<file path="src/rtl/cipher_rx_decrypt.sv">
// Serial XOR-cipher receiver: loads a short key bit-serially, captures a MSG_SIZE-bit
// ciphertext frame MSB-first, and presents the decrypted plaintext with a one-cycle valid pulse.
module cipher_rx_decrypt #(
  parameter int MSG_SIZE = 64,
  parameter int KEY_SIZE = 8
) (
  input  logic                clk,
  input  logic                rst_n,
  input  logic                ena,
  input  logic                iLoad_key,
  input  logic                iKey_bit,
  input  logic                iSerial_in,
  input  logic                iSerial_flag,
  output logic [MSG_SIZE-1:0] oPlaintext,
  output logic                oValid,
  output logic                oKey_ready,
  output logic                oBusy,
  output logic                oFrame_error
);

  localparam int BW = $clog2(MSG_SIZE) + 1;
  localparam int KW = $clog2(KEY_SIZE) + 1;
  localparam logic [BW-1:0] LAST_BIT = BW'(MSG_SIZE - 1);
  localparam logic [KW-1:0] KEY_FULL = KW'(KEY_SIZE);

  localparam logic [2:0] IDLE    = 3'd0;
  localparam logic [2:0] RECV    = 3'd1;
  localparam logic [2:0] DECRYPT = 3'd2;
  localparam logic [2:0] DONE    = 3'd3;
  localparam logic [2:0] ERR     = 3'd4;

  logic [2:0]          state, state_nxt;
  logic [BW-1:0]       bit_cnt;
  logic [KW-1:0]       key_cnt, key_cnt_nxt;
  logic [MSG_SIZE-1:0] cipher;
  logic [MSG_SIZE-1:0] key_pad;
  logic [KEY_SIZE-1:0] key;
  logic                key_ready;
  logic                load_d;
  logic                flag_d;
  logic                frame_start;

  assign key_pad     = {(MSG_SIZE / KEY_SIZE){key}};
  // A frame only starts on a low-to-high flag, so a flag held high after DONE cannot retrigger.
  assign frame_start = iSerial_flag && !flag_d && key_ready;

  // NOTE: every signal assigned in always_comb gets a default first so no latch is inferred.
  always_comb begin
    state_nxt = state;
    case (state)
      IDLE:    if (frame_start) state_nxt = RECV;
      RECV: begin
        if (!iSerial_flag)           state_nxt = ERR;
        else if (bit_cnt == LAST_BIT) state_nxt = DECRYPT;
      end
      DECRYPT: state_nxt = DONE;
      DONE:    state_nxt = IDLE;
      ERR:     state_nxt = IDLE;
      default: state_nxt = IDLE;
    endcase
  end

  // A rising load window restarts the count at the first sampled bit; otherwise saturate.
  always_comb begin
    key_cnt_nxt = KW'(1);
    if (load_d) key_cnt_nxt = (key_cnt == KEY_FULL) ? key_cnt : key_cnt + KW'(1);
  end

  // NOTE: sequential state uses non-blocking assignments only; reset clears every register,
  // including the data shift registers, so no partial frame or key survives a reset.
  always_ff @(posedge clk or negedge rst_n) begin
    if (!rst_n) begin
      state      <= IDLE;
      bit_cnt    <= '0;
      key_cnt    <= '0;
      cipher     <= '0;
      key        <= '0;
      key_ready  <= 1'b0;
      load_d     <= 1'b0;
      flag_d     <= 1'b0;
      oPlaintext <= '0;
    end else if (ena) begin
      state  <= state_nxt;
      load_d <= iLoad_key;
      flag_d <= iSerial_flag;

      if (state == IDLE && iLoad_key) begin
        key       <= {key[KEY_SIZE-2:0], iKey_bit};
        key_cnt   <= key_cnt_nxt;
        key_ready <= (key_cnt_nxt == KEY_FULL);
      end

      case (state)
        IDLE: begin
          if (frame_start) begin
            cipher  <= {{(MSG_SIZE-1){1'b0}}, iSerial_in};
            bit_cnt <= BW'(1);
          end
        end
        RECV: begin
          if (iSerial_flag) begin
            cipher  <= {cipher[MSG_SIZE-2:0], iSerial_in};
            bit_cnt <= bit_cnt + BW'(1);
          end
        end
        DECRYPT: begin
          oPlaintext <= cipher ^ key_pad;
          bit_cnt    <= '0;
        end
        ERR: begin
          cipher  <= '0;
          bit_cnt <= '0;
        end
        default: ;
      endcase
    end
  end

  assign oValid       = (state == DONE);
  assign oFrame_error = (state == ERR);
  assign oBusy        = (state == RECV) || (state == DECRYPT);
  assign oKey_ready   = key_ready;

endmodule

</file>
<file path="config.mk">
export PLATFORM = sky130hd
export DESIGN_NAME = cipher_rx_decrypt
export DESIGN_NICKNAME = d
export VERILOG_FILES = /design/src/rtl/cipher_rx_decrypt.sv
export SDC_FILE = /design/constraint.sdc
export NUM_CORES = 1
export LEC_CHECK = 0
export ABC_AREA = 1
export BUFFER_PORTS_ARGS = -buffer_cell sky130_fd_sc_hd__buf_2
export CORE_MARGIN = 10
export CORE_UTILIZATION = 35
export CTS_CLUSTER_SIZE = 25
export DETAILED_ROUTE_END_ITERATION = 10
export GPL_ROUTABILITY_DRIVEN = 0
export SYNTH_ARGS = -nofsm -noshare
export SYNTH_HDL_FRONTEND = slang
export SYNTH_SLANG_ARGS = --single-unit
</file>
<file path="constraint.sdc">
create_clock -name clk -period 1.7 [get_ports clk]
set_input_delay 0.255 -clock clk [delete_from_list [all_inputs] [get_ports clk]]
set_output_delay 0.255 -clock clk [all_outputs]
set_load 0.01 [all_outputs]
</file>
Word-level counts from Yosys, hierarchy flattened --
Cells that the tools add are included.
Word-level totals: register bits after elaboration 153, latch bits 0, bits in writable memories 0, bits in read-only memories 0, input port bits 7, output and inout port bits 68, word-level logic and storage cells 48, memories 0
Operators by class: add/sub/neg operators 2, multiply operators 0, div/mod/pow operators 0, $lt $le $gt $ge 0, equal/unequal tests 10, shifts and indexed selects 0, mux-type cells 12, bitwise operators 1, reduce and logical (&&, ||, !) cells 14
Operators by type and width (number):
- $pmux 64 s3 | 1
- $mux 64 | 2
- $xor 64x64->64 | 1
- $pmux 7 s3 | 1
- $mux 7 | 2
- $mux 3 | 3
- $pmux 3 s3 | 1
- $eq 4x4->1 const B | 2
- $mux 4 | 2
- $reduce_and 4->1 | 2
- $add 7x1->7 const B | 1
- $eq 7x6->1 const B | 1
- $eq 3x2->1 const B | 2
- $reduce_bool 3->1 | 2
- $add 4x1->4 const B | 1
- $ne 2x2->1 const B | 2
- $reduce_and 2->1 | 2
- $eq 3x1->1 const B | 1
- $eq 3x3->1 const B | 1
- $logic_and 1x1->1 | 3
- $logic_not 3->1 | 1
- $ne 3x3->1 const B | 1
- $reduce_and 3->1 | 1
- $reduce_or 2->1 | 1
- 2 further kinds | 2

Depth between registers and ports, before layout --
Gate-level depths: netlist of the first run.
depth in word-level cells 5, mapped depth 9

Least setup slack after synthesis of the first run --
Ideal clock, no wire load.
kind reg-to-reg, start point register state[0], end point register cipher[24], setup time 0.117 ns, arrival 1.305 ns, setup slack 0.279 ns, cell stages (with the launch flop) 8, path buffers 1, clock period less this slack 1.421 ns, cell sequence dfrtp_1 > nor2_2 > nand2_1 > a21oi_2 > nor2_8 > buf_4 > nand2_1 > nand2_1
Between the ends: longest elaborated chain between the ends 3, elaborated cells on any way between the ends 8, those cells by class eq/ne (4); mux (1); reduce/logical (3)
Ends and longest elaborated chain:
- start: declaration | RTL line 32 | logic [2:0] state, state_nxt;
- start signal: assignment | RTL line 83 | state <= state_nxt;
- $eq 3x1->1, or another cell as far along | RTL line 93 | case (state)
- $ne 2x2->1 (no source line) or $reduce_bool 3->1 (tied branches)
- $reduce_and 4->1 (no source line)
- end signal: assignment | RTL line 96 | cipher <= {{(MSG_SIZE-1){1'b0}}, iSerial_in};
- end signal: assignment | RTL line 102 | cipher <= {cipher[MSG_SIZE-2:0], iSerial_in};
- end: declaration | RTL line 35 | logic [MSG_SIZE-1:0] cipher;
Parallel ways exist; a longest one is shown, timed or not. A chain may end at the register's enable or synchronous reset.

Worst setup path after layout of the first run --
start point register state[2], end point output port oFrame_error
Between the ends: longest elaborated chain between the ends 1
Ends and longest elaborated chain:
- $eq 3x3->1 | RTL line 120 | assign oFrame_error = (state == ERR);
- end: declaration | RTL line 18 | output logic oFrame_error
Every way passes these cells.

==> results list, run 1 <==
- A synthesized cell averages 8.55 um2.
- The initial utilization of the core area, before any placement, comes to 35.5%.
- The detailed router finished its first iteration with 298 violations.
* Setup clock skew after layout: 0.00625 ns
- Gate count after technology mapping: 808
* Overflow left after global routing: 0
- H-Tree Depth: 4
- Derived from the worst setup path, the maximum achievable clock frequency is 604 MHz.
- Setup TNS: 0 ns
* Signal arrival time at the worst endpoint: 1.40 ns
- Share of synthesized area occupied by flip-flops and latches: 55.4%
- Maximum fanout along the worst path: 4
- The worst setup path is captured at an output port.
- Top cells by area in the synthesized netlist: sky130_fd_sc_hd__dfrtp_1, sky130_fd_sc_hd__nand2_1, sky130_fd_sc_hd__xor2_1
* CTS tree: built
- Vias per inst: 4.56
* Area share of the largest cell type after synthesis: 55.4%
* Row count: 51
- Die span in y: 160 um
- Slowest stage cell on the critical path: sky130_fd_sc_hd__dfrtp_2
- Crit Reg-Reg Startpoint: state[0]
* Die W: 160 um
* Family with the most delay on the worst path: buffers and inverters
- Endpoint of the worst-slack reg-to-reg timing path: cipher[17]
- Once detailed placement completed, the half-perimeter wirelength came to 10.9 mm.
- Clock-pin slew was measured on the worst setup and hold paths at 0.06 ns.
- The flow ran to the end, and the final reports show no timing, DRC or antenna violations.
- The region available for standard cell placement spans 19500 um2.
- Nature of the critical path startpoint: register
* Sequence of cells on the critical path: buf_4 > buf_4 > nand2_1 > inv_1 > buf_6
- For the finished layout, the period the worst path requires is 1.65 ns.
- First-pass GRT wire length: 28.4 mm
- In the final routed layout, each cell accounts on average for 14.7 um.
- For the worst setup path, the data required time is 1.44 ns.
* Count of flip-flops with a built-in enable after synthesis: 0
* Tightest Hold Check Type: input port to register
* Warning count from the yosys run: 0
- In the post-synthesis netlist, the cell with the most instances is sky130_fd_sc_hd__nand2_1.
- The synthesized netlist occupies a cell area of 6910 um2.
- Relative to the synthesized area, the layout overhead comes to 22.0%.
* Filler cells: 1919
* Number of hold-slack violations in the final timing report: 0
- Clock buffer count from CTS: 17
- The critical path starts at state[2].
- Top cells by instance count after synthesis: sky130_fd_sc_hd__nand2_1, sky130_fd_sc_hd__dfrtp_1, sky130_fd_sc_hd__o21ai_0, sky130_fd_sc_hd__xor2_1, sky130_fd_sc_hd__inv_1
- The synthesized netlist contains 29 unique library cells.
- After detailed routing, the number of remaining DRC violations is 0.
* Residual antenna-violating net count after detailed routing: 0
- In the finished design, the share of the clock period the worst path needs comes to 97.3%.
- For this run, asynchronously set or reset flops after synthesis account for 100%.
- Crit path buffers/inverters: 4
- The largest single stage delay on the critical path is 0.45 ns.
* Capture endpoint of the worst hold path: key[0]
* Antenna fix cells: 0
- VDD sags by at most 0.805 mV.
- Most area-hungry cell type in the Yosys netlist: sky130_fd_sc_hd__dfrtp_1
- Critical hold path startpoint: iKey_bit
- Global routing consumed, over all layers together, 13.6% of the routing resources.
- The synthesized design contains 153 register bits.
* Register-to-Register Path Depth: 7
- The routed layout has 5358 vias.
- The number of global-route vias before repair came to 5360.
- The analysis attributes to cell leakage a power of 4.98 nW.
- Worst hold stages: 3
- Setup slack of the most critical reg-to-reg path: 0.13 ns
- Counting stages on the worst path, the most repeated cell is sky130_fd_sc_hd__buf_4.
- The number of antenna violations at the first check in global routing was 0.
* Remaining max-slew budget at the tightest pin: 54.8%
- For the pin with the worst max-slew slack, the measured transition is 0.678 ns.
- Prevailing post-synth register cell: sky130_fd_sc_hd__dfrtp_1
- In this run the power density over the cells is 1570 nW/um2.
- Slew Viols, Final: 0
- Routed wire length: 17.3 mm
- In the final design database the tool counted 909 nets.
* Clock sink count: 153
- Number of iterations in the first detailed-routing pass: 4
- Layout cells sized above 1: 17.7%
- For the worst-skew pair, the clock arrives at the later sink with an insertion delay of 0.43 ns.
* Synth Net Count: 818
- Die Footprint: 25800 um2
- The worst setup path is of the register to output port kind.
- Max-cap check violation count: 0
- Final core occ: 43.3%
- Minimum hold slack: 0.0563 ns
* Largest net degree at the start of global routing: 62
- The longest clock path from root to sink contains 2 buffers.
- Setup violations remaining at the end of the flow were counted as 0.
* IO Count: 75
* Buffer cell driving the clock tree root: sky130_fd_sc_hd__clkbuf_16
- Total Power: 0.0132 W
- Buffers on Ports: 74
stage by stage:
step	worst slack (ns)	std cells	area (um2)
floorplan	0.279	808	6910
global placement	-0.0409	1130	7640
detailed placement	-0.100	1130	7640
CTS	0.00651	1168	8330
global route	-0.00308	1176	8430
finish	0.0451	1176	8430
layout by cell type, fill, tap and decap left out, types with 6 or more instances in the layout:
cell                          n
sky130_fd_sc_hd__buf_12       6
sky130_fd_sc_hd__buf_4       29
sky130_fd_sc_hd__buf_2       71
sky130_fd_sc_hd__nor2_1      12
sky130_fd_sc_hd__nand2_1    400
sky130_fd_sc_hd__clkbuf_16   17
sky130_fd_sc_hd__o21ai_0     70
sky130_fd_sc_hd__xor2_1      65
sky130_fd_sc_hd__nand3_1     11
sky130_fd_sc_hd__inv_1       20
sky130_fd_sc_hd__dfrtp_1    151
layout make-up:
type                    instances  area, um2  share of cell area (%)
repair buffers                112        759                    9.01
clock inverters                 6       86.3                    1.02
flip-flops and latches        153       3830                    45.5
inverters                      25       93.8                    1.11
clock buffers                  25        505                    6.00
well taps                     265        332                    3.94
multi-input cells             590       2820                    33.4
worst max-delay path by stage:
stage | endpoint | slack [ns] | cells after the start
after floorplan | cipher[24] | 0.28 | 7
after global placement | cipher[6] | -0.04 | 7
after detailed placement | cipher[17] | -0.10 | 7
after CTS | oBusy | 0.007 | 5
after global routing | oFrame_error | -0.003 | 5
final | oFrame_error | 0.05 | 5
state kept, by name (all words and copies together) (netlist names):
register and count:
flag_d 1, oKey_ready 1, cipher 64, key 8
key_cnt 4, state 3, load_d 1, bit_cnt 7
oPlaintext 64
power by group:
group	leakage [nW]	switching, W	total (W)	internal (W)
combinational	2.61	0.00258	0.00427	0.00169
sequential	2.08	0.000698	0.00512	0.00442
clock	0.290	0.00150	0.00385	0.00235
total	4.98	0.00478	0.0132	0.00846
routing by layer:
metal	vias to the layer above	GRT usage [%]	wire [um]
met1	2559	17.4	8010
met2	89	21.6	8150
met3	23	3.76	887
li1	2687	-	-
met5	-	0	0
met4	0	4.72	269
worst reg2reg max path, stage by stage, from the launching register on:
cell	delay [ns]
sky130_fd_sc_hd__dfrtp_2	0.41
sky130_fd_sc_hd__buf_4	0.13
sky130_fd_sc_hd__nand3_2	0.09
sky130_fd_sc_hd__nor2_2	0.12
sky130_fd_sc_hd__inv_2	0.13
sky130_fd_sc_hd__nor2_8	0.40
sky130_fd_sc_hd__nand2_1	0.13
sky130_fd_sc_hd__nand2_1	0.10
cell families after synthesis:
kind of cell	synth area share (%)
AND/OR/NAND/NOR	25.4
flip-flops	55.4
AO/OA/AOI/OAI	5.80
buffers and inverters	4.62
XOR/XNOR	8.24
adder cells (fa/ha/maj)	0.543
timing repair:
item / CTS / global route
hold endpoints to repair: 21 / 0
pin swaps: 2 / 3
gates resized for setup: 9 / 6
gates cloned: 2 / 0
setup buffers: 4 / 8
endpoints found under the setup margin: 66 / 62
hold buffers: 1 / 0
(Power assumes the default switching activity.)
==> run 2: changes to the inputs <==
--- a/config.mk
+++ b/config.mk
@@ -6,7 +6,7 @@
 export NUM_CORES = 1
 export LEC_CHECK = 0
 export ABC_AREA = 1
-export BUFFER_PORTS_ARGS = -buffer_cell sky130_fd_sc_hd__buf_2
+export BUFFER_PORTS_ARGS = -buffer_cell sky130_fd_sc_hd__buf_4
 export CORE_MARGIN = 10
 export CORE_UTILIZATION = 35
 export CTS_CLUSTER_SIZE = 25
==> results list, run 2 (synthesis results as in run 1) <==
* Outcome: finished, final reports clean
- The detail-routed via count per cell was 4.57 (+0.26%).
- First-pass GRT wire length: 28.9 mm (+1.6%)
- H-Tree Depth: 4 (unchanged)
- The detailed-route wire length came to 17.5 mm (+0.99%).
* Slew @ Worst Pin: 0.680 ns (+0.00183 ns)
- Comb pwr share: 32.9% (+0.6 points)
* Core region area: 19500 um2 (unchanged)
- The internal portion of total power is 0.00901 W (+6.5%).
- CTS tree: built
- The number of standard cells in the final layout excluding fillers came to 1180 (+0.34%).
- Maximum fanout along the worst path: 4 (unchanged)
- Peak clock frequency supported by timing: 603 MHz (-0.16%)
* DR WL/cell: 14.8 um (+0.65%)
- Switching power total: 0.00489 W (+2.3%)
- The largest registers in the layout are cipher: 64 flops, oPlaintext: 64 flops, key: 8 flops.
- The share of post-route cells with drive strength above 1 came to 18.1% (+0.47 points).
* Clock edge transition at the registers on the reported setup and hold paths: 0.06 ns (about the same)
- Clock sink count: 153 (unchanged)
- The static leakage power is 5.04 nW (+1.0%).
- The period utilization was 97.5% (+0.16 points).
- The port buffer count is 74 (unchanged).
* Clock buffer count from CTS: 17 (unchanged)
- Total Power: 0.0139 W (+5.0%)
- The endpoint arrival time on the critical path was 1.40 ns (about the same).
- Number of iterations in the first detailed-routing pass: 4 (unchanged)
- The post-route antenna net violation count was 0 (unchanged).
* Antenna violations before repair: 0 (unchanged)
- Setup repair after global routing could not meet its margin everywhere.
- The number of antenna cells inserted was 0 (unchanged).
* Clock latency of the later-clocked register in the worst-skew pair: 0.43 ns (about the same)
- Final nets: 912 (+0.33%)
- Fraction of power spent switching nets: 35.2% (-0.93 points)
- The area growth from synthesis to layout is 25.9%.
- The pin count of the biggest net entering global routing is 52 (-16%).
- Clock power frac: 30.2% (+1.1 points)
* Dpl cells: 1140 (+0.88%)
- Die span in y: 160 um (unchanged)
- The number of endpoints failing setup at the final stage came to 0 (unchanged).
- The worst setup path is of the register to output port kind.
- Top library cells by usage in the layout, fill and taps aside: sky130_fd_sc_hd__nand2_1, sky130_fd_sc_hd__dfrtp_1, sky130_fd_sc_hd__buf_4
* Post-detail-place hpwl: 11.3 mm (+3.5%)
* Max-cap check violation count: 0 (unchanged)
- Total power per unit cell area: 1600 nW/um2 (+1.7%)
- The global-route usage over all layers came to 13.8% (+0.20 points).
* Kind of capture point of the worst setup path: output port
- Data required time of the worst path: 1.44 ns (about the same)
* Maximum buffer depth of the clock tree: 2 (unchanged)
* Leading cell type in the layout, fill and taps excluded: sky130_fd_sc_hd__nand2_1
- The total number of placement rows came to 51 (unchanged).
- Minimum hold slack: 0.0478 ns (-0.00844 ns)
- The total global routing overflow is 0 (unchanged).
- The highest ir drop seen on vdd came to 0.788 mV (-2.2%).
- Residual DRC: 0 (unchanged)
- The fill cell total of the finished layout was 1909 (-0.52%).
* DR iter-0 viols: 292 (-2.0%)
- Routed via count: 5390 (+0.60%)
- Number of hold-slack violations in the final timing report: 0 (unchanged)
* Die Footprint: 25800 um2 (unchanged)
- The setup skew after layout came to 0.00641 ns (+0.000166 ns).
- Initial core utilization: 35.5% (unchanged)
- Number of global-route vias before repair: 5473 (+2.1%)
* Remaining max-slew budget at the tightest pin: 54.7% (-0.12 points)
- STA classifies the critical path startpoint as a register.
* Die W: 160 um (unchanged)
- The share of power burned in registers was 36.9% (-1.8 points).
- Tightest Hold Check Type: input port to register
- The total count of max-transition violations in the final report is 0 (unchanged).
* Post-layout min period: 1.66 ns (+0.00268 ns)
* IO Count: 75 (unchanged)
- Buffer cell driving the clock tree root: sky130_fd_sc_hd__clkbuf_16
==> run 2: cell count changes in the layout (fill, tap and decap cells not counted), sizes merged <==
cell,previous run,this run
clkbuf,25,18
clkinv,2,6
buf,111,114
bufinv,2,5
inv,26,27
==> run 2: critical path: stages, from the launching register on <==
cell and delay, ns:
sky130_fd_sc_hd__dfrtp_1 0.40, sky130_fd_sc_hd__buf_6 0.14, sky130_fd_sc_hd__nor2_4 0.10, sky130_fd_sc_hd__buf_6 0.12, sky130_fd_sc_hd__nand2_8 0.06, sky130_fd_sc_hd__nand2_4 0.06, sky130_fd_sc_hd__buf_6 0.09
==> run 2: worst paths after layout <==
kind                                  end  slack (ns)      startpoint  cells past startpoint
max in group asynchronous  oPlaintext[46]        0.76           rst_n                      3
min reg2reg                oPlaintext[53]        0.50  oPlaintext[53]                      2
min in group asynchronous      cipher[16]        0.37           rst_n                      2
max                                 oBusy        0.04        state[2]                      6
max reg2reg                    bit_cnt[5]        0.09        state[2]                      8
min                                key[0]        0.05        iKey_bit                      3
==> run 2: layer usage <==
metal	global-route usage (%)	up-vias	wire, um
met5	0	-	0
met4	4.05	0	196
met3	3.73	16	766
met2	22.4	83	8530
met1	17.6	2597	7990
li1	-	2694	-
==> run 2: final cells by class <==
type                       instances  area, um2  share of cell area, %
sequential                       153       3830                   44.0
multi-input combinational        590       2820                   32.5
timing repair buffer             115        968                   11.1
inverter                          25       93.8                   1.08
clock buffer                      18        429                   4.93
tap                              265        332                   3.81
clock inverter                    14        220                   2.53
==> run 2: what timing repair did <==
item	CTS	global route
gates resized for setup	12	2
endpoints found under the setup margin	65	5
endpoints found under the hold margin	43	0
cloned	2	0
hold buffers	1	0
buffers inserted	1	4
pin swaps	2	3
==> run 2: power by group through the flow <==
| stage | Combinational, W | Sequential (W) | Clock, W |
|---|---|---|---|
| 4_1_cts | 0.00461 | 0.00514 | 0.00427 |
| 2_1_floorplan | 0.00227 | 0.00514 | 0 |
| 3_5_place_dp | 0.00438 | 0.00520 | 0 |
| 5_1_grt | 0.00511 | 0.00524 | 0.00443 |
| 3_3_place_gp | 0.00435 | 0.00519 | 0 |
| 6_report | 0.00458 | 0.00513 | 0.00419 |
==> run 2: stage by stage <==
step | setup slack [ns] | area (um2) | util (%) | setup TNS, ns
2_1_floorplan | 0.279 | 6910 | - | 0
3_3_place_gp | -0.0163 | 7920 | 40.7 | -0.0406
3_5_place_dp | -0.0393 | 7920 | 40.7 | -0.318
4_1_cts | -0.0226 | 8660 | 44.5 | -0.0226
5_1_grt | -0.0338 | 8700 | 44.7 | -0.105
6_report | 0.0424 | 8700 | 44.7 | 0
==> run 3: changes to the inputs <==
--- a/config.mk
+++ b/config.mk
@@ -7,11 +7,11 @@
 export LEC_CHECK = 0
 export ABC_AREA = 1
 export BUFFER_PORTS_ARGS = -buffer_cell sky130_fd_sc_hd__buf_4
-export CORE_MARGIN = 10
 export CORE_UTILIZATION = 35
 export CTS_CLUSTER_SIZE = 25
 export DETAILED_ROUTE_END_ITERATION = 10
 export GPL_ROUTABILITY_DRIVEN = 0
+export HOLD_SLACK_MARGIN = 0.06
 export SYNTH_ARGS = -nofsm -noshare
 export SYNTH_HDL_FRONTEND = slang
 export SYNTH_SLANG_ARGS = --single-unit
==> constraint.sdc (replaced) <==
create_clock -name clk -period 1.7 [get_ports clk]
set_input_delay 0.255 -clock clk [delete_from_list [all_inputs] [get_ports clk]]
set_output_delay 0.255 -clock clk [all_outputs]
set_load 0.005 [all_outputs]
==> results list, run 3 (synthesis results as in run 1) <==
- Post-detail-place hpwl: 10.5 mm (-6.9%)
* Die span in y: 142 um (-11%)
* GRT Resource Usage Total: 17.1% (+3.3 points)
* Slowest stage cell on the critical path: sky130_fd_sc_hd__dfrtp_1
- Maximum ir drop on the vdd rail: 0.845 mV (+7.3%)
- The power density over the cells was 1520 nW/um2 (-4.6%).
* Outcome: finished, final reports clean
* Top library cells by usage in the layout, fill and taps aside: sky130_fd_sc_hd__nand2_1, sky130_fd_sc_hd__dfrtp_1, sky130_fd_sc_hd__buf_4
* Finished layout cell area: 8580 um2 (-1.3%)
* Startpoint-to-endpoint class of the critical path: register to output port
- The number of sinks handled by clock tree synthesis came to 153 (unchanged).
- Area Overhead vs Synth: 24.2%
- Clock buffer count from CTS: 17 (unchanged)
- Cell mode on critical path: sky130_fd_sc_hd__buf_4
- Final nets: 902 (-1.1%)
* Stage delay of the slowest cell on the critical path: 0.41 ns (about the same)
- The transition time of the tightest slew-check pin was 0.523 ns (-0.157 ns).
* Initial core utilization: 35.6% (+0.12 points)
- Cell area after placement: 7940 um2 (+0.19%)
- DP Worst Slack: 0.171 ns (+0.211 ns)
- Signal arrival time at the worst endpoint: 1.38 ns (-0.02 ns)
- The critical path goes through buf_4 > nand3_4 > nand2_1 > buf_4.
* Clock latency of the later-clocked register in the worst-skew pair: 0.43 ns (about the same)
- Static power due to leakage: 4.97 nW (-1.2%)
* Family with the most delay on the worst path: flip-flops
* Clock edge transition at the registers on the reported setup and hold paths: 0.06 ns (about the same)
- Largest net degree at the start of global routing: 49 (-5.8%)
* Residual antenna-violating net count after detailed routing: 0 (unchanged)
- The detail-routed via count per cell is 4.55 (-0.46%).
- Number of iterations in the first detailed-routing pass: 6 (+2)
- Core region area: 19400 um2 (-0.33%)
- The upper clock frequency limit is 610 MHz (+1.1%).
- First-pass GRT wire length: 26.7 mm (-7.6%)
- Nature of the critical path startpoint: register
* Overflow left after global routing: 0 (unchanged)
* Area taken by multi-input logic gates: 2780 um2 (-1.6%)
- The critical path required time is 1.44 ns (about the same).
* Number of endpoints failing setup at the final stage: 0 (unchanged)
- The starting DRC count in detailed routing was 296 (+1.4%).
- The total negative setup slack was 0 ns (unchanged).
- RSZ-0062 raised after global routing: false
* Filler cells: 1955 (+2.4%)
* Setup clock skew after layout: 0.00781 ns (+0.00139 ns)
- CTS placed an instance of sky130_fd_sc_hd__clkbuf_16 at the clock tree root.
* Number of hold-slack violations in the final timing report: 0 (unchanged)
- The via count came to 5320 (-1.3%).
* Die Footprint: 20300 um2 (-21%)
* CTS tree: built
- The number of global-route vias before repair is 5277 (-3.6%).
- Row count: 51 (unchanged)
- Residual DRC: 0 (unchanged)
* Crit path buffers/inverters: 2 (-1)
- The register-to-register setup slack is 0.16 ns (+0.07 ns).
- Worst Slack Setup Final: 0.0601 ns (+0.0178 ns)
- Maximum buffer depth of the clock tree: 2 (unchanged)
- The largest registers in the layout are cipher: 64 flops, oPlaintext: 64 flops, key: 8 flops.
* Antenna fix cells: 0 (unchanged)
- Leading cell type in the layout, fill and taps excluded: sky130_fd_sc_hd__nand2_1
* Layout cells sized above 1: 16.7% (-1.5 points)
- The number of max-cap violations came to 0 (unchanged).
* Routed wire length: 16.0 mm (-8.6%)
- Kind of capture point of the worst setup path: output port
* Minimum hold slack: 0.0785 ns (+0.0307 ns)
* Die W: 142 um (-11%)
- Slew Viols, Final: 0 (unchanged)
* Buffers on Ports: 74 (unchanged)
- The post-route minimum period came to 1.64 ns (-0.0178 ns).
- The path class of the tightest hold or removal check is input port to register.
- The post-route total power came to 0.0131 W (-5.8%).
* Register cell area after layout: 3830 um2 (about the same)
- Antenna violations before repair: 0 (unchanged)
* DR WL/cell: 13.7 um (-7.8%)
* Maximum fanout along the worst path: 8 (+4)
* H-Tree Depth: 4 (unchanged)
- The period utilization is 96.5% (-1.0 points).
- The number of top-level design ports came to 75 (unchanged).
- The worst slew margin relative to its limit came to 65.1% (+10 points).
run 3: cell types whose count changed in the layout (fill, tap and decap cells not counted), moves of 2 or more:
cell                         delta
sky130_fd_sc_hd__nor2_4         -2
sky130_fd_sc_hd__buf_6          -3
sky130_fd_sc_hd__clkinvlp_4     +2
sky130_fd_sc_hd__clkbuf_1       +3
sky130_fd_sc_hd__bufinv_16      -2
sky130_fd_sc_hd__nand3_2        -2
sky130_fd_sc_hd__buf_12         +3
sky130_fd_sc_hd__clkinv_4       -3
sky130_fd_sc_hd__buf_4          -9
sky130_fd_sc_hd__clkinv_2       -2
sky130_fd_sc_hd__clkbuf_8       +2
run 3: path summary, 6_finish.rpt:
path                       cells past startpoint        endpoint     startpoint
min in group asynchronous                      2  oPlaintext[15]          rst_n
setup reg to reg                               8       cipher[9]       state[1]
hold reg to reg                                2   oPlaintext[1]  oPlaintext[1]
setup / recovery                               4           oBusy       state[0]
max in group asynchronous                      3  oPlaintext[48]          rst_n
hold / removal                                 3          flag_d   iSerial_flag
run 3: final cells by class:
class / count / area share (%)
Tap cell: 265 / 3.86
Clock inverter: 9 / 1.62
Timing Repair Buffer: 107 / 10.9
Inverter: 25 / 1.09
Clock buffer: 23 / 5.45
Multi-Input combinational cell: 588 / 32.4
Sequential cell: 153 / 44.6
run 3: tightest hold or removal path, cell delays in order:
cell	delay, ns
sky130_fd_sc_hd__buf_4	0.08
sky130_fd_sc_hd__nand2_1	0.05
sky130_fd_sc_hd__o21ai_0	0.08
run 3: timing repair:
action	in CTS	in global routing
cloned	0	0
buffers inserted	0	0
setup endpoints to repair	1	12
endpoints found under the hold margin	43	0
resized for setup	2	5
pin swaps	0	0
hold buffers	2	0
run 3: metal layers:
metal	vias to the layer above	part of all wire [%]	wire length, um	global-route usage (%)
met5	-	0	0	0
met4	0	1.4	217	5.94
met3	20	3.6	580	3.33
met2	83	48	7730	27.8
met1	2546	47	7460	22.8
li1	2671	-	-	-
run 3: report_power, final:
part / total [W] / internal [W] / switching (W)
clock network: 0.00388 / 0.00240 / 0.00148
logic: 0.00421 / 0.00186 / 0.00235
registers: 0.00500 / 0.00442 / 0.000575
total: 0.0131 / 0.00868 / 0.00440
run 3: metrics by stage:
stage	cells	util [%]
floorplan	808	-
global placement	1137	40.9
detailed placement	1137	40.9
CTS	1170	44.2
global route	1170	44.2
finish	1170	44.2
